==> src/rtl/updown_counter_n_pkg.sv <==
// Shared definitions for the updown_counter_n block.
//   DIR_UP / DIR_DN      : encodings of the 'up' direction input
//   MODE_WRAP / MODE_SAT : values of the SATURATE parameter
//   step_op_e            : operation selected by the next-value generator
package updown_counter_n_pkg;

  localparam logic        DIR_UP    = 1'b1;
  localparam logic        DIR_DN    = 1'b0;
  localparam int unsigned MODE_WRAP = 0;
  localparam int unsigned MODE_SAT  = 1;

  typedef enum logic [1:0] {
    StepHold,
    StepLoad,
    StepInc,
    StepDec
  } step_op_e;

endpackage

==> src/rtl/count_step.sv <==
// Combinational next-value and wrap-flag generator for updown_counter_n.
//   q         in   WIDTH  current count
//   up        in   1      direction (DIR_UP / DIR_DN)
//   adv       in   1      advance qualifier (en & cin)
//   load      in   1      parallel load request, overrides adv
//   d         in   WIDTH  load value, clamped to MODULUS-1
//   q_next    out  WIDTH  value to register on the next edge
//   wrap_next out  1      high when this step rolls over (wrap mode only)
module count_step
  import updown_counter_n_pkg::*;
#(
  parameter int unsigned WIDTH    = 4,
  parameter int unsigned MODULUS  = 16,
  parameter int unsigned SATURATE = 0
) (
  input  logic [WIDTH-1:0] q,
  input  logic             up,
  input  logic             adv,
  input  logic             load,
  input  logic [WIDTH-1:0] d,
  output logic [WIDTH-1:0] q_next,
  output logic             wrap_next
);

  // One extra bit so the clamp compare and +1 never overflow, even when
  // MODULUS == 2**WIDTH.
  localparam logic [WIDTH:0] MaxVal = (WIDTH + 1)'(MODULUS - 1);
  localparam bit             Holds  = (SATURATE == MODE_SAT);
  localparam bit             Wraps  = (SATURATE == MODE_WRAP);

  step_op_e       op;
  logic [WIDTH:0] q_ext;
  logic [WIDTH:0] d_ext;
  logic [WIDTH:0] nxt_ext;

  always_comb begin
    if (load) begin
      op = StepLoad;
    end else if (adv) begin
      op = (up == DIR_DN) ? StepDec : StepInc;
    end else begin
      op = StepHold;
    end
  end

  always_comb begin
    q_ext     = {1'b0, q};
    d_ext     = {1'b0, d};
    nxt_ext   = q_ext;
    wrap_next = 1'b0;
    unique case (op)
      StepLoad: begin
        nxt_ext = (d_ext > MaxVal) ? MaxVal : d_ext;
      end
      StepInc: begin
        if (q_ext == MaxVal) begin
          nxt_ext   = Holds ? q_ext : '0;
          wrap_next = Wraps;
        end else begin
          nxt_ext = q_ext + 1'b1;
        end
      end
      StepDec: begin
        if (q_ext == '0) begin
          nxt_ext   = Holds ? q_ext : MaxVal;
          wrap_next = Wraps;
        end else begin
          nxt_ext = q_ext - 1'b1;
        end
      end
      default: begin
        nxt_ext = q_ext;
      end
    endcase
    q_next = WIDTH'(nxt_ext);
  end

endmodule

==> src/rtl/updown_counter_n.sv <==
// Cascadable synchronous up/down counter with modulus, load and wrap/saturate.
//   clk   in   1      clock, rising edge
//   clr   in   1      asynchronous active-high reset
//   en    in   1      count enable
//   cin   in   1      cascade carry in (tie 1 when unchained)
//   up    in   1      direction: 1 = up, 0 = down
//   load  in   1      synchronous parallel load (beats counting)
//   d     in   WIDTH  load value
//   q     out  WIDTH  current count
//   tc    out  1      terminal count for the current direction (combinational)
//   cout  out  1      tc & en & cin, feeds the next stage's cin
//   wrap  out  1      registered one-cycle pulse after a rollover edge
module updown_counter_n
  import updown_counter_n_pkg::*;
#(
  parameter int unsigned WIDTH    = 4,
  parameter int unsigned MODULUS  = 16,
  parameter int unsigned SATURATE = 0
) (
  input  logic             clk,
  input  logic             clr,
  input  logic             en,
  input  logic             cin,
  input  logic             up,
  input  logic             load,
  input  logic [WIDTH-1:0] d,
  output logic [WIDTH-1:0] q,
  output logic             tc,
  output logic             cout,
  output logic             wrap
);

  localparam logic [WIDTH-1:0] MaxQ = WIDTH'(MODULUS - 1);

  logic [WIDTH-1:0] count_q;
  logic [WIDTH-1:0] count_d;
  logic             wrap_q;
  logic             wrap_d;
  logic             adv;

  assign adv = en & cin;

  count_step #(
    .WIDTH   (WIDTH),
    .MODULUS (MODULUS),
    .SATURATE(SATURATE)
  ) u_count_step (
    .q        (count_q),
    .up       (up),
    .adv      (adv),
    .load     (load),
    .d        (d),
    .q_next   (count_d),
    .wrap_next(wrap_d)
  );

  always_ff @(posedge clk or posedge clr) begin
    if (clr) begin
      count_q <= '0;
      wrap_q  <= 1'b0;
    end else begin
      count_q <= count_d;
      wrap_q  <= wrap_d;
    end
  end

  assign q    = count_q;
  assign wrap = wrap_q;
  // Terminal count follows 'up' immediately so a direction change is seen
  // by the cascade in the same cycle.
  assign tc   = (up == DIR_UP) ? (count_q == MaxQ) : (count_q == '0);
  assign cout = tc & en & cin;

endmodule

==> config.mk <==
export PLATFORM = sky130hd
export DESIGN_NAME = updown_counter_n
export DESIGN_NICKNAME = d
export VERILOG_FILES = /design/src/rtl/updown_counter_n_pkg.sv /design/src/rtl/count_step.sv /design/src/rtl/updown_counter_n.sv
export SDC_FILE = /design/constraint.sdc
export NUM_CORES = 1
export LEC_CHECK = 0
export ABC_AREA = 1
export CAP_MARGIN = 30
export CORE_AREA = 2 2 39 41
export CTS_CLUSTER_SIZE = 14
export DETAILED_ROUTE_END_ITERATION = 16
export DIE_AREA = 0 0 41 43
export GPL_ROUTABILITY_DRIVEN = 0
export SYNTH_ARGS = -nofsm -noshare
export SYNTH_HDL_FRONTEND = slang
export SYNTH_SLANG_ARGS = --single-unit
==> constraint.sdc <==
create_clock -name clk -period 1.8 [get_ports clk]
set_input_delay 0.36 -clock clk [delete_from_list [all_inputs] [get_ports clk]]
set_output_delay 0.36 -clock clk [all_outputs]
set_load 0.005 [all_outputs]
Word level (Yosys, flattened, before mapping)
Index checks and enable logic that the tools add are counted.
W data, S select, Z words.
{"block": "totals", "reg_bits": 5, "latch_bits": 0, "ram_bits": 0, "rom_bits": 0, "input_bits": 10, "output_inout_bits": 7, "wordCells": 23, "mem_count": 0}
{"block": "classes", "add_sub_neg": 2, "n_mul": 0, "div_mod_pow": 0, "magnitude_cmp": 0, "eq_ne": 4, "shift": 0, "mux": 10, "bitwise": 3, "reduce_logical": 2}
{"cell": "$pmux W4 S3", "count": 1}
{"cell": "$mux W4", "count": 2}
{"cell": "$add A4 B1 Y4 const B", "count": 1}
{"cell": "$eq A2 B2 Y1 const B", "count": 2}
{"cell": "$eq A4 B4 Y1 const B", "count": 1}
{"cell": "$logic_not A4 Y1", "count": 1}
{"cell": "$mux W1", "count": 4}
{"cell": "$mux W2", "count": 2}
{"cell": "$sub A4 B1 Y4 const B", "count": 1}
{"cell": "$and A1 B1 Y1", "count": 3}
{"cell": "$reduce_bool A3 Y1", "count": 1}
{"cell": "$eq A2 B1 Y1 const B", "count": 1}
{"cell": "$pmux W1 S2", "count": 1}

Depth between registers and ports, before layout
Gate-level depths: netlist of run 1.
{"block": "logic_depth", "ltp_word": 5, "ltp_mapped": 10, "depth_no_buf": 10}

Cells and area by module
Synthesis of run 1 repeated with hierarchy kept, for this count alone.
{"block": "hier_totals", "hier_cells": 73, "area_unflattened_um2": 466.7}
{"module": "count_step", "instances": 1, "cells_each": 54, "area_each_um2": 282.8, "seq_area_each_um2": 0.0}
{"module": "updown_counter_n", "instances": 1, "cells_each": 19, "area_each_um2": 183.9, "seq_area_each_um2": 125.1}

Least setup slack after synthesis of run 1
No wires, ideal clock.
{"block": "synth_timing", "kind": "register -> output", "from": "register count_q[0] (netlist: q[0])", "to": "output tc", "arrival_time_ps": 1140, "required_time_ps": 1440, "path_slack_ps": 300, "stages_incl_launch_ff": 7, "n_path_buf": 0, "path_cell_list": "dfrtp_1 inv_1 ha_1 nand2_2 inv_1 a31oi_1 inv_1"}
{"block": "synth_via", "elab_chain_len": 2, "elab_cells_between_ends": 3, "classes_between": "1 x eq/ne; 1 x mux; 1 x reduce/logical"}
{"item": "start, declared", "line": "updown_counter_n.sv:35", "text": "logic [WIDTH-1:0] count_q;"}
{"item": "start signal, assigned", "line": "updown_counter_n.sv:62", "text": "count_q <= count_d;"}
{"item": "$eq A4 B4 Y1 or $logic_not A4 Y1 (tied branches)", "line": "updown_counter_n.sv:71", "text": "assign tc = (up == DIR_UP) ? (count_q == MaxQ) : (count_q == '0);"}
{"item": "$mux W1 *", "line": "updown_counter_n.sv:71"}
{"item": "end, declared", "line": "updown_counter_n.sv:28", "text": "output logic tc,"}
Every way passes the cells marked *; elsewhere a longest branch is shown, timed or not.

Worst setup path after layout of run 1
{"block": "layout_timing", "from": "register count_q[0] (netlist: q[0])", "to": "output cout"}
{"block": "layout_via", "elab_chain_len": 4, "elab_cells_between_ends": 5, "classes_between": "1 x eq/ne; 1 x mux; 2 x bitwise; 1 x reduce/logical"}
{"item": "$eq A4 B4 Y1 or $logic_not A4 Y1 (tied branches)", "line": "updown_counter_n.sv:71"}
{"item": "$mux W1 *", "line": "updown_counter_n.sv:71"}
{"item": "$and A1 B1 Y1 * (2 in series)", "line": "updown_counter_n.sv:72", "text": "assign cout = tc & en & cin;"}
{"item": "end, declared", "line": "updown_counter_n.sv:29", "text": "output logic cout,"}
Marks and branches as above.

==> run summary, run 1 <==
status -> finished, violations left
failing checks -> setup timing
Via Count -> 537
crit path max fanout -> 4
drt wl/cell -> 9.49 µm
CTS sink count -> 5
Ports -> 17
most frequent cells after synthesis -> nand2_1, inv_1, nand3_1, nor2_1, dfrtp_1
share of the synthesized area in the top cell type -> 28.2%
Min Hold Slack -> 0.327 ns
simple-gate share of the synthesized area -> 44.5%
Post-DP Area -> 699 µm²
post-route setup slack -> -0.106 ns
Tcrit/Tclk final -> 106%
clk_lat worst skew -> 0.24 ns
# Max-Cap Violations -> 0
post-synthesis sequential area ratio -> 28.2%
Max rail drop VDD -> 457 µV
Adder-Cell Fraction of Synth Area -> 5.63%
share of cells above drive strength 1 -> 29.2%
Max Slew Vio Count -> 0
largest net degree at the start of global routing -> 7
critical path type -> flip-flop to primary output
asr flop ratio synth -> 100%
clock-pin slew on the worst setup and hold paths -> 0.04 ns
Synthesized Nets -> 85
mean number of vias per cell -> 4.40
LEAKAGE -> 0.416 nW
top-count cell post-synth -> nand2_1
Critical Path End Type -> primary output
vias in the first global route -> 531
placed cell count -> 115
CTS Buf Count -> 3
main combinational cell family by area after synthesis -> simple AND/OR/NAND/NOR gates
# rows -> 14
total power -> 0.000463 W
fmax -> 0.525 GHz
die area -> 1760 µm²
skew final -> 0.00147 ns
Overflow after GRT -> 0
Critical Path RT -> 1.44 ns
Pre-Repair DR Iteration Count -> 4
Routed WL -> 1160 µm
post-synthesis mux area share -> 0%
DRT iter0 DRCs -> 12
Die Height -> 43 µm
RSZ-0062 raised after global routing -> true
Synth area leader -> dfrtp_1
CTS tree -> yes
Synth Area in Compound Gates -> 8.17%
DRC -> 0
Post-DP HPWL -> 902 µm
Critical Path Start Type -> flip-flop
CTS Buffer Depth -> 2
area of the mapped netlist -> 444 µm²
hold_buf cts -> 0
largest cells by area after synthesis -> dfrtp_1, nand2_1, inv_1
Tightest Pin Transition -> 0.223 ns
fin crit period -> 1.91 ns
Initial Util -> 32.1%
pwr dens -> 590 nW/µm²
DRT antenna net count -> 0
initial antenna violation count -> 0
final cell count without fillers -> 122
Cells after Synth -> 73
H-tree levels -> 1
xor and xnor area share after synthesis -> 0%
Main synth FF type -> dfrtp_1
die width -> 41 µm
critical path data arrival time -> 1.55 ns
GRT Overall Usage -> 17.6%
yosys warns -> 0
post-route design area -> 785 µm²
CORE AREA -> 1380 µm²
count of final hold-check violations -> 0
ANT cells -> 0
EDFF count, synth -> 0
relative slew slack -> 85.2%
# setup viols final -> 2
syn avg cell area -> 6.08 µm²
layout overhead on the synthesized area -> 76.6%
first-pass GRT wire length -> 2020 µm
I/O Buffers -> 16
Unique masters post-synth -> 16
synthesized flop and latch total -> 5
final net count -> 119
type of the worst min-delay path -> input port to async pin
clk root buf -> clkbuf_4
cell families after synthesis:
family,Yosys count
AO/OA/AOI/OAI,7
adder cells (fa/ha/maj),2
buffers and inverters,16
flip-flops,5
AND/OR/NAND/NOR,43
worst max-delay path: stages (launching register included):
cell and delay (ns):
dfrtp_1 0.41, ha_2 0.21, nand2_2 0.08, inv_2 0.05
nand2_4 0.06, nor2_4 0.04, a31oi_4 0.17, buf_6 0.13
nor2_4 0.03, buf_2 0.12
cell type report:
cell class | instances | area, µm²
Clock buffer | 4 | 26.3
Fill cell | 137 | 599
Inverter | 16 | 60.1
Multi-Input combinational cell | 52 | 302
Sequential cell | 5 | 125
Tap cell | 16 | 20.0
Timing Repair Buffer | 29 | 251
per-layer routing:
metal | up-vias | share of wire [%] | GRT usage (%) | routed length, µm
met4 | 0 | 0 | 6.00 | 0
met2 | 20 | 55 | 29.1 | 638
li1 | 289 | - | - | -
met3 | 0 | 5.1 | 7.85 | 59
met5 | - | 0 | 0 | 0
met1 | 228 | 40 | 18.8 | 460
placed cells by master, fill, tap and decap left out:
cell | Yosys | layout
o21ai_1 | 2 | 2
clkbuf_1 | 0 | 1
a31oi_4 | 0 | 1
nand3b_1 | 1 | 1
ha_1 | 2 | 1
nand3_1 | 7 | 7
nand4_1 | 1 | 1
ha_2 | 0 | 1
nand2_1 | 23 | 21
inv_1 | 14 | 13
a21oi_1 | 1 | 1
clkbuf_4 | 0 | 3
dfrtp_1 | 5 | 5
buf_4 | 0 | 12
o21ai_0 | 3 | 3
buf_6 | 0 | 1
nand3_4 | 1 | 1
nand2_2 | 1 | 2
nor2_1 | 7 | 5
clkdlybuf4s50_1 | 0 | 14
buf_2 | 0 | 2
nor2_2 | 2 | 2
inv_2 | 2 | 3
nand2_4 | 0 | 1
nor2_4 | 0 | 2
stage by stage:
step	util (%)	setup WS (ns)	setup TNS, ns
5_1_grt	56.7	-0.195	-0.277
6_report	56.7	-0.106	-0.108
4_1_cts	54.7	-0.131	-0.131
2_1_floorplan	-	0.300	0
3_3_place_gp	50.5	-0.247	-0.490
3_5_place_dp	50.5	-0.276	-0.535
path summary, 6_finish.rpt:
kind                       from   end  slack, ns  depth (start not counted)
setup / recovery           q[0]  cout      -0.11                          9
hold / removal              clr  q[2]       0.33                          2
setup reg to reg           q[0]  wrap       0.40                          9
hold reg to reg            q[2]  q[2]       0.66                          4
max in group asynchronous   clr  wrap       1.31                          2
min in group clk           q[2]  q[2]       0.66                          4
sequential cells by signal, indices dropped and copies added, names as in the netlist:
| signal | cells |
|---|---|
| wrap | 1 |
| q | 4 |
report_power, final:
part	internal [W]	switching (W)
registers	0.000124	0.0000154
clock network	0.0000838	0.0000454
logic	0.000104	0.0000904
total	0.000312	0.000151
timing repair:
item / 4_1_cts / 5_1_grt
resized for setup: 15 / 5
setup endpoints to repair: 2 / 3
setup buffers: 3 / 0
pin swaps: 4 / 3
Note: power is estimated with default switching activity, not from simulation.
==> run 2: changes to the inputs <==
--- a/config.mk
+++ b/config.mk
@@ -5,13 +5,14 @@
 export SDC_FILE = /design/constraint.sdc
 export NUM_CORES = 1
 export LEC_CHECK = 0
-export ABC_AREA = 1
+export ABC_AREA = 0
 export CAP_MARGIN = 30
 export CORE_AREA = 2 2 39 41
 export CTS_CLUSTER_SIZE = 14
 export DETAILED_ROUTE_END_ITERATION = 16
 export DIE_AREA = 0 0 41 43
 export GPL_ROUTABILITY_DRIVEN = 0
+export PLACE_DENSITY_LB_ADDON = 0.1
 export SYNTH_ARGS = -nofsm -noshare
 export SYNTH_HDL_FRONTEND = slang
 export SYNTH_SLANG_ARGS = --single-unit
==> run summary, run 2 <==
CP Cell Sequence -> inv_2 -> ha_4 -> or3b_4 -> o21ai_2 -> and2b_1 -> buf_2 (was ha_2 -> nand2_2 -> inv_2 -> nand2_4 -> nor2_4 -> a31oi_4 -> buf_6 -> nor2_4 -> buf_2)
DRC -> 0 (unchanged)
most frequent cells after synthesis -> dfrtp_1, nand2_1, nor2_1 (was nand2_1, inv_1, nand3_1, nor2_1, dfrtp_1)
Max Slew Vio Count -> 0 (unchanged)
GRT Overall Usage -> 14.4% (was 17.6%)
asr flop ratio synth -> 100% (unchanged)
failing checks -> setup timing (unchanged)
first-pass GRT wire length -> 1710 µm (was 2020 µm)
Post-DP Area -> 619 µm² (was 699 µm²)
critical path data arrival time -> 1.61 ns (was 1.55 ns)
Clock Power Share -> 28.2% (was 27.9%)
register area -> 125 µm² (unchanged)
post-synthesis sequential area ratio -> 32.9% (was 28.2%)
Tcrit/Tclk final -> 109% (was 106%)
largest cells by area after synthesis -> dfrtp_1, ha_1, a21oi_1 (was dfrtp_1, nand2_1, inv_1)
clock-pin slew on the worst setup and hold paths -> 0.04 ns (about the same)
Tightest Pin Transition -> 0.287 ns (was 0.223 ns)
area of the mapped netlist -> 380 µm² (was 444 µm²)
hold_buf cts -> 0 (unchanged)
fin crit period -> 1.97 ns (was 1.91 ns)
Pre-Repair DR Iteration Count -> 5 (was 4)
placed cell count -> 87 (was 115)
critical path type -> flip-flop to primary output (unchanged)
crit path max fanout -> 2 (was 4)
H-tree levels -> 1 (unchanged)
Die Height -> 43 µm (unchanged)
ANT cells -> 0 (unchanged)
Post-DP HPWL -> 801 µm (was 902 µm)
commonest non-fill, non-tap cell in the layout -> clkdlybuf4s50_1 (was nand2_1)
combinational power share -> 41.9% (was 42.0%)
CTS Buf Count -> 3 (unchanged)
CP max-delay cell -> dfrtp_1 (unchanged)
Largest register FFs -> 4 (unchanged)
sequential power share -> 29.9% (was 30.1%)
clk_lat worst skew -> 0.24 ns (about the same)
yosys warns -> 0 (unchanged)
die area -> 1760 µm² (unchanged)
sw power -> 0.000128 W (was 0.000151 W)
Synthesized Nets -> 60 (was 85)
Overflow after GRT -> 0 (unchanged)
total power -> 0.000444 W (was 0.000463 W)
Unique masters post-synth -> 25 (was 16)
drt wl/cell -> 11.5 µm (was 9.49 µm)
Synth area leader -> dfrtp_1 (unchanged)
status -> finished, violations left (unchanged)
share of cells above drive strength 1 -> 29.5% (was 29.2%)
share of the synthesized area in the top cell type -> 32.9% (was 28.2%)
largest net degree at the start of global routing -> 10 (was 7)
Max rail drop VDD -> 374 µV (was 457 µV)
Layout fillers -> 143 (was 137)
Critical Path Start Type -> flip-flop (unchanged)
CTS tree -> yes (unchanged)
skew final -> 0.00165 ns (was 0.00147 ns)
# rows -> 14 (unchanged)
Main synth FF type -> dfrtp_1 (unchanged)
DRT antenna net count -> 0 (unchanged)
syn avg cell area -> 7.92 µm² (was 6.08 µm²)
CTS Buffer Depth -> 2 (unchanged)
Critical Path Max Stage Delay -> 0.38 ns (was 0.41 ns)
RSZ-0062 raised after global routing -> true (unchanged)
most frequent cells in the layout -> clkdlybuf4s50_1, buf_4, nand2_1, nor2_1, dfrtp_1 (was nand2_1, clkdlybuf4s50_1, inv_1, buf_4, nand3_1)
LEAKAGE -> 0.316 nW (was 0.416 nW)
Switching Share -> 28.8% (was 32.7%)
post-route setup slack -> -0.171 ns (was -0.106 ns)
Critical Path RT -> 1.44 ns (about the same)
EDFF count, synth -> 0 (unchanged)
mean number of vias per cell -> 4.87 (was 4.40)
final cell count without fillers -> 94 (was 122)
vias in the first global route -> 426 (was 531)
# Max-Cap Violations -> 0 (unchanged)
layout overhead on the synthesized area -> 79.6% (was 76.6%)
Ports -> 17 (unchanged)
post-route design area -> 683 µm² (was 785 µm²)
Via Count -> 458 (was 537)
die width -> 41 µm (unchanged)
synthesized flop and latch total -> 5 (unchanged)
Critical Path End Type -> primary output (unchanged)
relative slew slack -> 80.8% (was 85.2%)
fmax -> 0.507 GHz (was 0.525 GHz)
Int Pwr -> 0.000316 W (was 0.000312 W)
count of final hold-check violations -> 0 (unchanged)
CTS sink count -> 5 (unchanged)
clk root buf -> clkbuf_4 (unchanged)
multi-input logic area -> 246 µm² (was 302 µm²)
Routed WL -> 1080 µm (was 1160 µm)
I/O Buffers -> 16 (unchanged)
type of the worst min-delay path -> input port to async pin (unchanged)
CORE AREA -> 1380 µm² (unchanged)
DRT iter0 DRCs -> 8 (was 12)
pwr dens -> 650 nW/µm² (was 590 nW/µm²)
# setup viols final -> 2 (unchanged)
final net count -> 91 (was 119)
Initial Util -> 27.5% (was 32.1%)
initial antenna violation count -> 0 (unchanged)
setup tns final -> -0.296 ns (was -0.108 ns)
Cells after Synth -> 48 (was 73)
==> run 2: cell types whose count changed after synthesis, moves of 2 or more <==
cell	change
a21oi_1	+3
inv_1	-11
nand3_1	-7
nor2_1	-2
nand2_1	-18
nor2_2	-2
o21ai_1	+2
==> run 2: area by class of cell <==
type / count / area share [%]
clock buffer: 4 / 3.85
inverter: 5 / 2.75
multi-input combinational: 36 / 36.1
sequential: 5 / 18.3
tap: 16 / 2.93
timing repair buffer: 28 / 36.1
==> run 2: power by group through the flow <==
stage | registers (W) | logic (W) | clock network (W)
floorplan | 0.000143 | 0.0000649 | 0
global placement | 0.000133 | 0.000162 | 0
detailed placement | 0.000133 | 0.000162 | 0
CTS | 0.000132 | 0.000174 | 0.000130
global route | 0.000134 | 0.000204 | 0.000145
finish | 0.000133 | 0.000186 | 0.000125
==> run 2: worst max-delay path, delay by kind of cell (launching register included) <==
kind / cells / cell delay [ns]
AOI/OAI and AO/OA: 1 / 0.14
adders and majority gates: 1 / 0.13
buffers and inverters: 2 / 0.20
DFF: 1 / 0.38
and+or+nand+nor: 2 / 0.53
==> run 2: timing repair <==
action,CTS,global route
gates cloned,0,0
buffers inserted,2,1
setup endpoints to repair,2,3
pin swaps,2,2
resized for setup,12,2
==> run 2: final timing paths <==
path                       startpoint  endpoint  slack (ns)  cells past startpoint
setup / recovery                 q[1]      cout       -0.17                      6
hold / removal                    clr      q[0]        0.32                      2
setup reg to reg                 q[1]      q[0]        0.05                      8
hold reg to reg                  q[0]      q[0]        0.74                      3
max in group asynchronous         clr      wrap        1.30                      2
min in group clk                 d[2]      q[2]        0.66                      3
==> run 2: kinds of logic (layout without fill, tap and decap cells) <==
logic type / Yosys count / in the layout / share of synthesized area (%)
DFF: 5 / 5 / 32.9
xor gates and xnor gates: 2 / 2 / 4.61
AOI/OAI and AO/OA: 16 / 16 / 26.6
and+or+nand+nor: 15 / 15 / 19.4
adders and majority gates: 2 / 2 / 6.58
muxes: 1 / 1 / 2.63
buffers and inverters: 7 / 37 / 7.24
==> run 2: metrics by stage <==
| step | util [%] | hold WS, ns | setup slack (ns) |
|---|---|---|---|
| after floorplan | - | 0.139 | 0.0584 |
| after global placement | 44.8 | 0.580 | -0.549 |
| after detailed placement | 44.8 | 0.582 | -0.552 |
| after CTS | 48.1 | 0.327 | -0.219 |
| after global routing | 49.4 | 0.342 | -0.258 |
| final | 49.4 | 0.324 | -0.171 |
==> run 2: per-layer routing <==
metal / part of all wire [%] / GRT usage, % / vias up
met4: 0 / 2.00 / 0
li1: - / - / 227
met2: 54 / 23.8 / 23
met3: 6.9 / 6.28 / 0
met1: 39 / 16.8 / 208
met5: 0 / 0 / -
